<file path="src/rtl/axis_frame_monitor.sv">
// AXI4-Stream video frame monitor.
// Follows the frame raster of an incoming video stream (SOF on tuser, EOL on
// tlast), checks framing and byte enables, and reports clean frames with a
// checksum. Optionally throttles the source with LFSR-driven backpressure.
module axis_frame_monitor #(
  parameter int          DATA_WIDTH = 32,
  parameter int          X_SIZE     = 640,
  parameter int          Y_SIZE     = 480,
  parameter int          READY_MODE = 0,
  parameter logic [15:0] LFSR_SEED  = 16'hACE1
) (
  input  logic                    clk,
  input  logic                    rst,
  input  logic [DATA_WIDTH-1:0]   s_tdata,
  input  logic [DATA_WIDTH/8-1:0] s_tkeep,
  input  logic                    s_tlast,
  input  logic                    s_tuser,
  input  logic                    s_tvalid,
  output logic                    s_tready,
  output logic                    frame_done,
  output logic [15:0]             frame_count,
  output logic [DATA_WIDTH-1:0]   checksum,
  output logic [15:0]             err_count,
  output logic                    err_sof,
  output logic                    err_eol,
  output logic                    err_keep,
  output logic                    in_sync
);

  localparam int KEEP_W = DATA_WIDTH / 8;
  localparam int XW     = (X_SIZE > 1) ? $clog2(X_SIZE) : 1;
  localparam int YW     = (Y_SIZE > 1) ? $clog2(Y_SIZE) : 1;

  localparam logic [XW-1:0] X_LAST = XW'(X_SIZE - 1);
  localparam logic [YW-1:0] Y_LAST = YW'(Y_SIZE - 1);

  typedef enum logic {
    ST_SYNC = 1'b0,
    ST_RUN  = 1'b1
  } state_t;

  state_t                  state_q;
  logic [XW-1:0]           x_q;
  logic [YW-1:0]           y_q;
  logic [DATA_WIDTH-1:0]   sum_q;
  logic                    frame_bad_q;
  logic                    frame_done_q;
  logic [15:0]             frame_count_q;
  logic [DATA_WIDTH-1:0]   checksum_q;
  logic [15:0]             err_count_q;
  logic                    err_sof_q;
  logic                    err_eol_q;
  logic                    err_keep_q;
  logic [15:0]             lfsr_q;
  logic                    rdy_en_q;

  logic                    beat;
  logic                    in_run;
  logic                    accept;
  logic [XW-1:0]           px;
  logic [YW-1:0]           py;
  logic                    at_eol;
  logic                    at_end;
  logic                    sof_err;
  logic                    eol_err;
  logic                    keep_err;
  logic                    any_err;
  logic                    bad_d;
  logic [DATA_WIDTH-1:0]   sum_d;
  logic                    lfsr_fb;

  // Ready is held low until the first cycle out of reset; in mode 1 it is
  // additionally gated by two LFSR bits (high roughly 3 cycles in 4).
  assign s_tready = rdy_en_q & ((READY_MODE == 0) | lfsr_q[0] | lfsr_q[1]);

  // Fibonacci LFSR, taps 16,14,13,11, shifting towards bit 0.
  assign lfsr_fb = lfsr_q[0] ^ lfsr_q[2] ^ lfsr_q[3] ^ lfsr_q[5];

  assign beat   = s_tvalid & s_tready;
  assign in_run = (state_q == ST_RUN);
  // In SYNC only a start-of-frame beat is looked at; everything else is dropped.
  assign accept = beat & (in_run | s_tuser);

  // A tuser beat is always pixel (0,0), whether it opens or restarts a frame.
  assign px    = s_tuser ? '0 : x_q;
  assign py    = s_tuser ? '0 : y_q;
  assign sum_d = s_tuser ? s_tdata : sum_q + s_tdata;

  assign at_eol   = (px == X_LAST);
  assign at_end   = at_eol & (py == Y_LAST);
  assign sof_err  = s_tuser & in_run;
  assign eol_err  = (s_tlast != at_eol);
  assign keep_err = (s_tkeep != {KEEP_W{1'b1}});
  assign any_err  = sof_err | eol_err | keep_err;
  // The SOF error belongs to the abandoned frame, so it does not taint the restart.
  assign bad_d    = (s_tuser ? 1'b0 : frame_bad_q) | keep_err | eol_err;

  // Frame-tracking FSM with its registered statistics and error outputs.
  always_ff @(posedge clk) begin
    if (rst) begin
      state_q       <= ST_SYNC;
      x_q           <= '0;
      y_q           <= '0;
      sum_q         <= '0;
      frame_bad_q   <= 1'b0;
      frame_done_q  <= 1'b0;
      frame_count_q <= '0;
      checksum_q    <= '0;
      err_count_q   <= '0;
      err_sof_q     <= 1'b0;
      err_eol_q     <= 1'b0;
      err_keep_q    <= 1'b0;
      lfsr_q        <= LFSR_SEED;
      rdy_en_q      <= 1'b0;
    end else begin
      rdy_en_q     <= 1'b1;
      lfsr_q       <= {lfsr_fb, lfsr_q[15:1]};
      frame_done_q <= 1'b0;
      if (accept) begin
        sum_q       <= sum_d;
        frame_bad_q <= bad_d;
        if (any_err) begin
          if (err_count_q != 16'hFFFF) begin
            err_count_q <= err_count_q + 16'd1;
          end
          err_sof_q  <= err_sof_q  | sof_err;
          err_eol_q  <= err_eol_q  | eol_err;
          err_keep_q <= err_keep_q | keep_err;
        end
        if (eol_err) begin
          // Line structure is lost: wait for the next start of frame.
          state_q <= ST_SYNC;
          x_q     <= '0;
          y_q     <= '0;
        end else if (at_end) begin
          state_q <= ST_SYNC;
          x_q     <= '0;
          y_q     <= '0;
          if (!bad_d) begin
            frame_done_q  <= 1'b1;
            frame_count_q <= frame_count_q + 16'd1;
            checksum_q    <= sum_d;
          end
        end else begin
          state_q <= ST_RUN;
          if (at_eol) begin
            x_q <= '0;
            y_q <= py + YW'(1);
          end else begin
            x_q <= px + XW'(1);
            y_q <= py;
          end
        end
      end
    end
  end

  assign frame_done  = frame_done_q;
  assign frame_count = frame_count_q;
  assign checksum    = checksum_q;
  assign err_count   = err_count_q;
  assign err_sof     = err_sof_q;
  assign err_eol     = err_eol_q;
  assign err_keep    = err_keep_q;
  assign in_sync     = in_run;

endmodule
</file>
<file path="config.mk">
export PLATFORM = sky130hd
export DESIGN_NAME = axis_frame_monitor
export DESIGN_NICKNAME = d
export VERILOG_FILES = /design/src/rtl/axis_frame_monitor.sv
export SDC_FILE = /design/constraint.sdc
export NUM_CORES = 1
export LEC_CHECK = 0
export ABC_CLOCK_PERIOD_IN_PS = 4000
export CAP_MARGIN = 5
export CORE_AREA = 2 2 135 137
export DETAILED_ROUTE_END_ITERATION = 8
export DIE_AREA = 0 0 137 139
export RECOVER_POWER = 100
export SYNTH_ARGS = -nofsm -noshare
export SYNTH_HDL_FRONTEND = slang
export SYNTH_SLANG_ARGS = --single-unit
export TNS_END_PERCENT = 10
</file>
<file path="constraint.sdc">
create_clock -name clk -period 4 [get_ports clk]
set_input_delay 0.8 -clock clk [delete_from_list [all_inputs] [get_ports clk]]
set_output_delay 0.8 -clock clk [all_outputs]
set_load 0.01 [all_outputs]
</file>
==> metrics.cfg <==
[outcome]
outcome = finished, final reports clean

[route]
wire_per_inst_um = 15.1
drc_errors = 0
vias = 6420
firstDrtPassIters = 4
via_per_inst = 5.31
drt_iter0_drc = 380
routed_wl_um = 18300
postRouteAntennaNets = 0

[sta]
drv_slew = 0
rsz0062_at_grt = no
hold_viol = 0
final-setup-viol-count = 0
fmax_ghz = 0.277
period_share_pct = 90.2
worst_slew_pin_slew_ns = 1.43
finClkSkew_ns = 0.0104
finalCriticalPeriod_ns = 3.61
fin_ws_ns = 0.390
tns_ns = 0
timing.hold.ws_ns = 0.445
maxSlewHeadroom_pct = 4.99

[final_layout]
synthToLayoutAreaGrowth_pct = 27.7
nNetsFinal = 1043
final_common_cell = nor2_1
final_core_util_pct = 49.7
antenna_cells = 0
mostFrequentLayoutCells = 129 x nor2_1, 122 x dfxtp_1, 81 x a21oi_1
num-fill-cells = 1756
drive_gt1_share_pct = 5.82

[critical_path]
crit_type = in2reg
crit_required_ns = 4.34
reg2reg_depth = 11
crit_start = s_tdata[0]
crit_arrival_ns = 3.95
end_kind = register
path_max_fanout = 2
cp-start-kind = input pin
timing.rr.start = x_q[0]

[grt]
grt_pass1_vias = 6126
grt_use_met2_pct = 30.7
grt_max_degree = 70
antenna_found_initial = 0
grt-ovfl-total = 0
grt_pass1_wl_um = 30600
grtUsageTotal_pct = 19.9
grt_use_met3_pct = 3.84
grt.busiest_layer = met2
use_met1_pct = 27.2

[yosys]
synth.avg_cell_area_sq_um = 7.92
yosys_warnings = 0
synth_edf_count = 0
synth-async-reset-ratio_pct = 0
synth_top_family_by_area = simple AND/OR/NAND/NOR gates
synth_adder_area_share_pct = 6.67
synth_area_sq_um = 6870
yosys_register_bits = 122
synth_compound_area_share_pct = 20.7
synth-xor-area-share_pct = 6.36
synthCells = 867
synth-seq-area-share_pct = 35.6
yosys.area_share.simple_pct = 24.5
synth_nets = 944
synth_flop_cell = dfxtp_1
ys_types = 66
muxShareOfSynthArea_pct = 2.39

[job]
maxCapViolCount = 0

[power_and_ir_drop]
peakVddDrop_uv = 307
p_sw_share_pct = 25.8
switchingPower_uw = 830
p_per_area_nw_per_um2 = 366
pwr-share-seq_pct = 38.9
finalPower_mw = 3.21
clockPowerShare_pct = 48.7
p_int_mw = 2.38
p_leak_nw = 3.55
p_comb_share_pct = 12.4

[hold_path]
hold_path_class = reg2reg
holdPathStages = 2
hold_start = checksum[29]

[floorplanning]
core_area_sq_um = 17700
die_h_um = 139
start_util_pct = 38.9
dieArea_sq_um = 19000
io_pins = 111
die_w_um = 137
rows = 49

[clock_tree]
cts.sinks = 122
ctsHoldBuffers = 0
clk_pin_slew_ns = 0.06
cts_buffers = 17
cts_buffer_depth = 2
cts_tree = done
clkLatencyLatePin_ns = 0.42
cts_resized = 0
post_cts_buffers = 0
cts-root-buf = clkbuf_16
htree_levels = 4

[placement]
dp_hpwl_um = 13000
portBuffers = 110
place_ws_ns = 0.140
gp_congestion = 0.851

==> metrics by stage <==
| step | instances | instance area [sq um] |
|---|---|---|
| 2_1_floorplan | 867 | 6880 |
| 3_3_place_gp | 1176 | 8230 |
| 3_5_place_dp | 1176 | 8230 |
| 4_1_cts | 1208 | 8830 |
| 5_1_grt | 1208 | 8770 |
| 6_report | 1208 | 8770 |
==> worst paths after layout <==
path / end / slack (ns)
max: sum_q[28] / 0.39
min reg2reg: checksum[29] / 0.45
min: checksum[29] / 0.45
max reg2reg: err_count[6] / 0.73
==> logic make-up (layout without fill, tap and decap cells) <==
group / after synthesis / in the layout
DFF: 122 / 122
muxes: 16 / 16
AOI/OAI and AO/OA: 233 / 233
and+or+nand+nor: 342 / 342
buffers and inverters: 69 / 181
xor gates and xnor gates: 49 / 49
adders and majority gates: 36 / 36
==> area by class of cell <==
cell class              count  area [sq um]  area share, %
flip-flops and latches    122          2440           27.9
clock buffers              18           429           4.89
inverters                  18          67.6          0.771
multi-input cells         676          4160           47.4
well taps                 229           287           3.27
repair buffers            131          1210           13.8
clock inverters            14           174           1.98
==> critical path, stage by stage <==
cell,delay [ns]
dlygate4sd3_1,0.55
ha_1,0.19
fa_1,0.22
a21o_1,0.14
nand3_1,0.10
a31o_2,0.27
nor3_1,0.30
o21ai_1,0.15
a2111oi_1,0.35
buf_4,0.19
nor2_1,0.05
or4b_1,0.46
a41oi_1,0.18
==> power by group through the flow <==
stage	sequential [mW]	combinational (mW)	clock [mW]
3_5_place_dp	1.28	0.403	0
2_1_floorplan	1.27	0.275	0
6_report	1.25	0.399	1.56
5_1_grt	1.25	0.447	1.66
4_1_cts	1.25	0.406	1.60
3_3_place_gp	1.28	0.404	0
==> Yosys cell counts (3+ instances only) <==
| master | count | share of area, % |
|---|---|---|
| ha_1 | 35 | 6.4 |
| a211oi_1 | 31 | 3.4 |
| mux2i_1 | 13 | 1.9 |
| o21bai_1 | 3 | 0.33 |
| nor3_1 | 21 | 1.5 |
| inv_1 | 18 | 0.98 |
| a22oi_1 | 3 | 0.33 |
| or3_1 | 10 | 0.91 |
| a32oi_1 | 5 | 0.64 |
| and4_1 | 3 | 0.38 |
| nand2b_1 | 13 | 1.2 |
| nand2_1 | 70 | 3.8 |
| mux2_2 | 3 | 0.49 |
| nand3b_1 | 5 | 0.55 |
| nor2b_1 | 9 | 0.82 |
| a21o_1 | 14 | 1.5 |
| a31oi_1 | 8 | 0.73 |
| xor2_1 | 31 | 4.0 |
| dfxtp_1 | 122 | 36 |
| nand4_1 | 22 | 2.0 |
| nor2_1 | 130 | 7.1 |
| o21ai_1 | 4 | 0.29 |
| and3_1 | 11 | 1.0 |
| o21ai_0 | 54 | 3.9 |
| clkbuf_1 | 42 | 2.3 |
| o22ai_1 | 4 | 0.36 |
| nand3_1 | 20 | 1.5 |
| o31ai_1 | 3 | 0.33 |
| nor3b_1 | 4 | 0.44 |
| xnor2_1 | 17 | 2.2 |
| o21a_1 | 3 | 0.33 |
| or4_1 | 3 | 0.33 |
| buf_1 | 6 | 0.33 |
| and2_1 | 4 | 0.36 |
| a21oi_1 | 81 | 5.9 |
==> flip-flops by register name (all words and copies together) (netlist names) <==
| register | count |
|---|---|
| sum_q | 32 |
| frame_count | 16 |
| frame_bad_q | 1 |
| in_sync | 1 |
| frame_done | 1 |
| err_keep | 1 |
| y_q | 9 |
| err_sof | 1 |
| s_tready | 1 |
| err_count | 16 |
| checksum | 32 |
| x_q | 10 |
| err_eol | 1 |
==> layer usage <==
| metal | wire, um | up-vias |
|---|---|---|
| met1 | 9070 | 2971 |
| met2 | 8210 | 105 |
| met3 | 646 | 22 |
| met5 | 0 | - |
| met4 | 359 | 0 |
| li1 | - | 3322 |
Power figures use the tool's default switching activity.
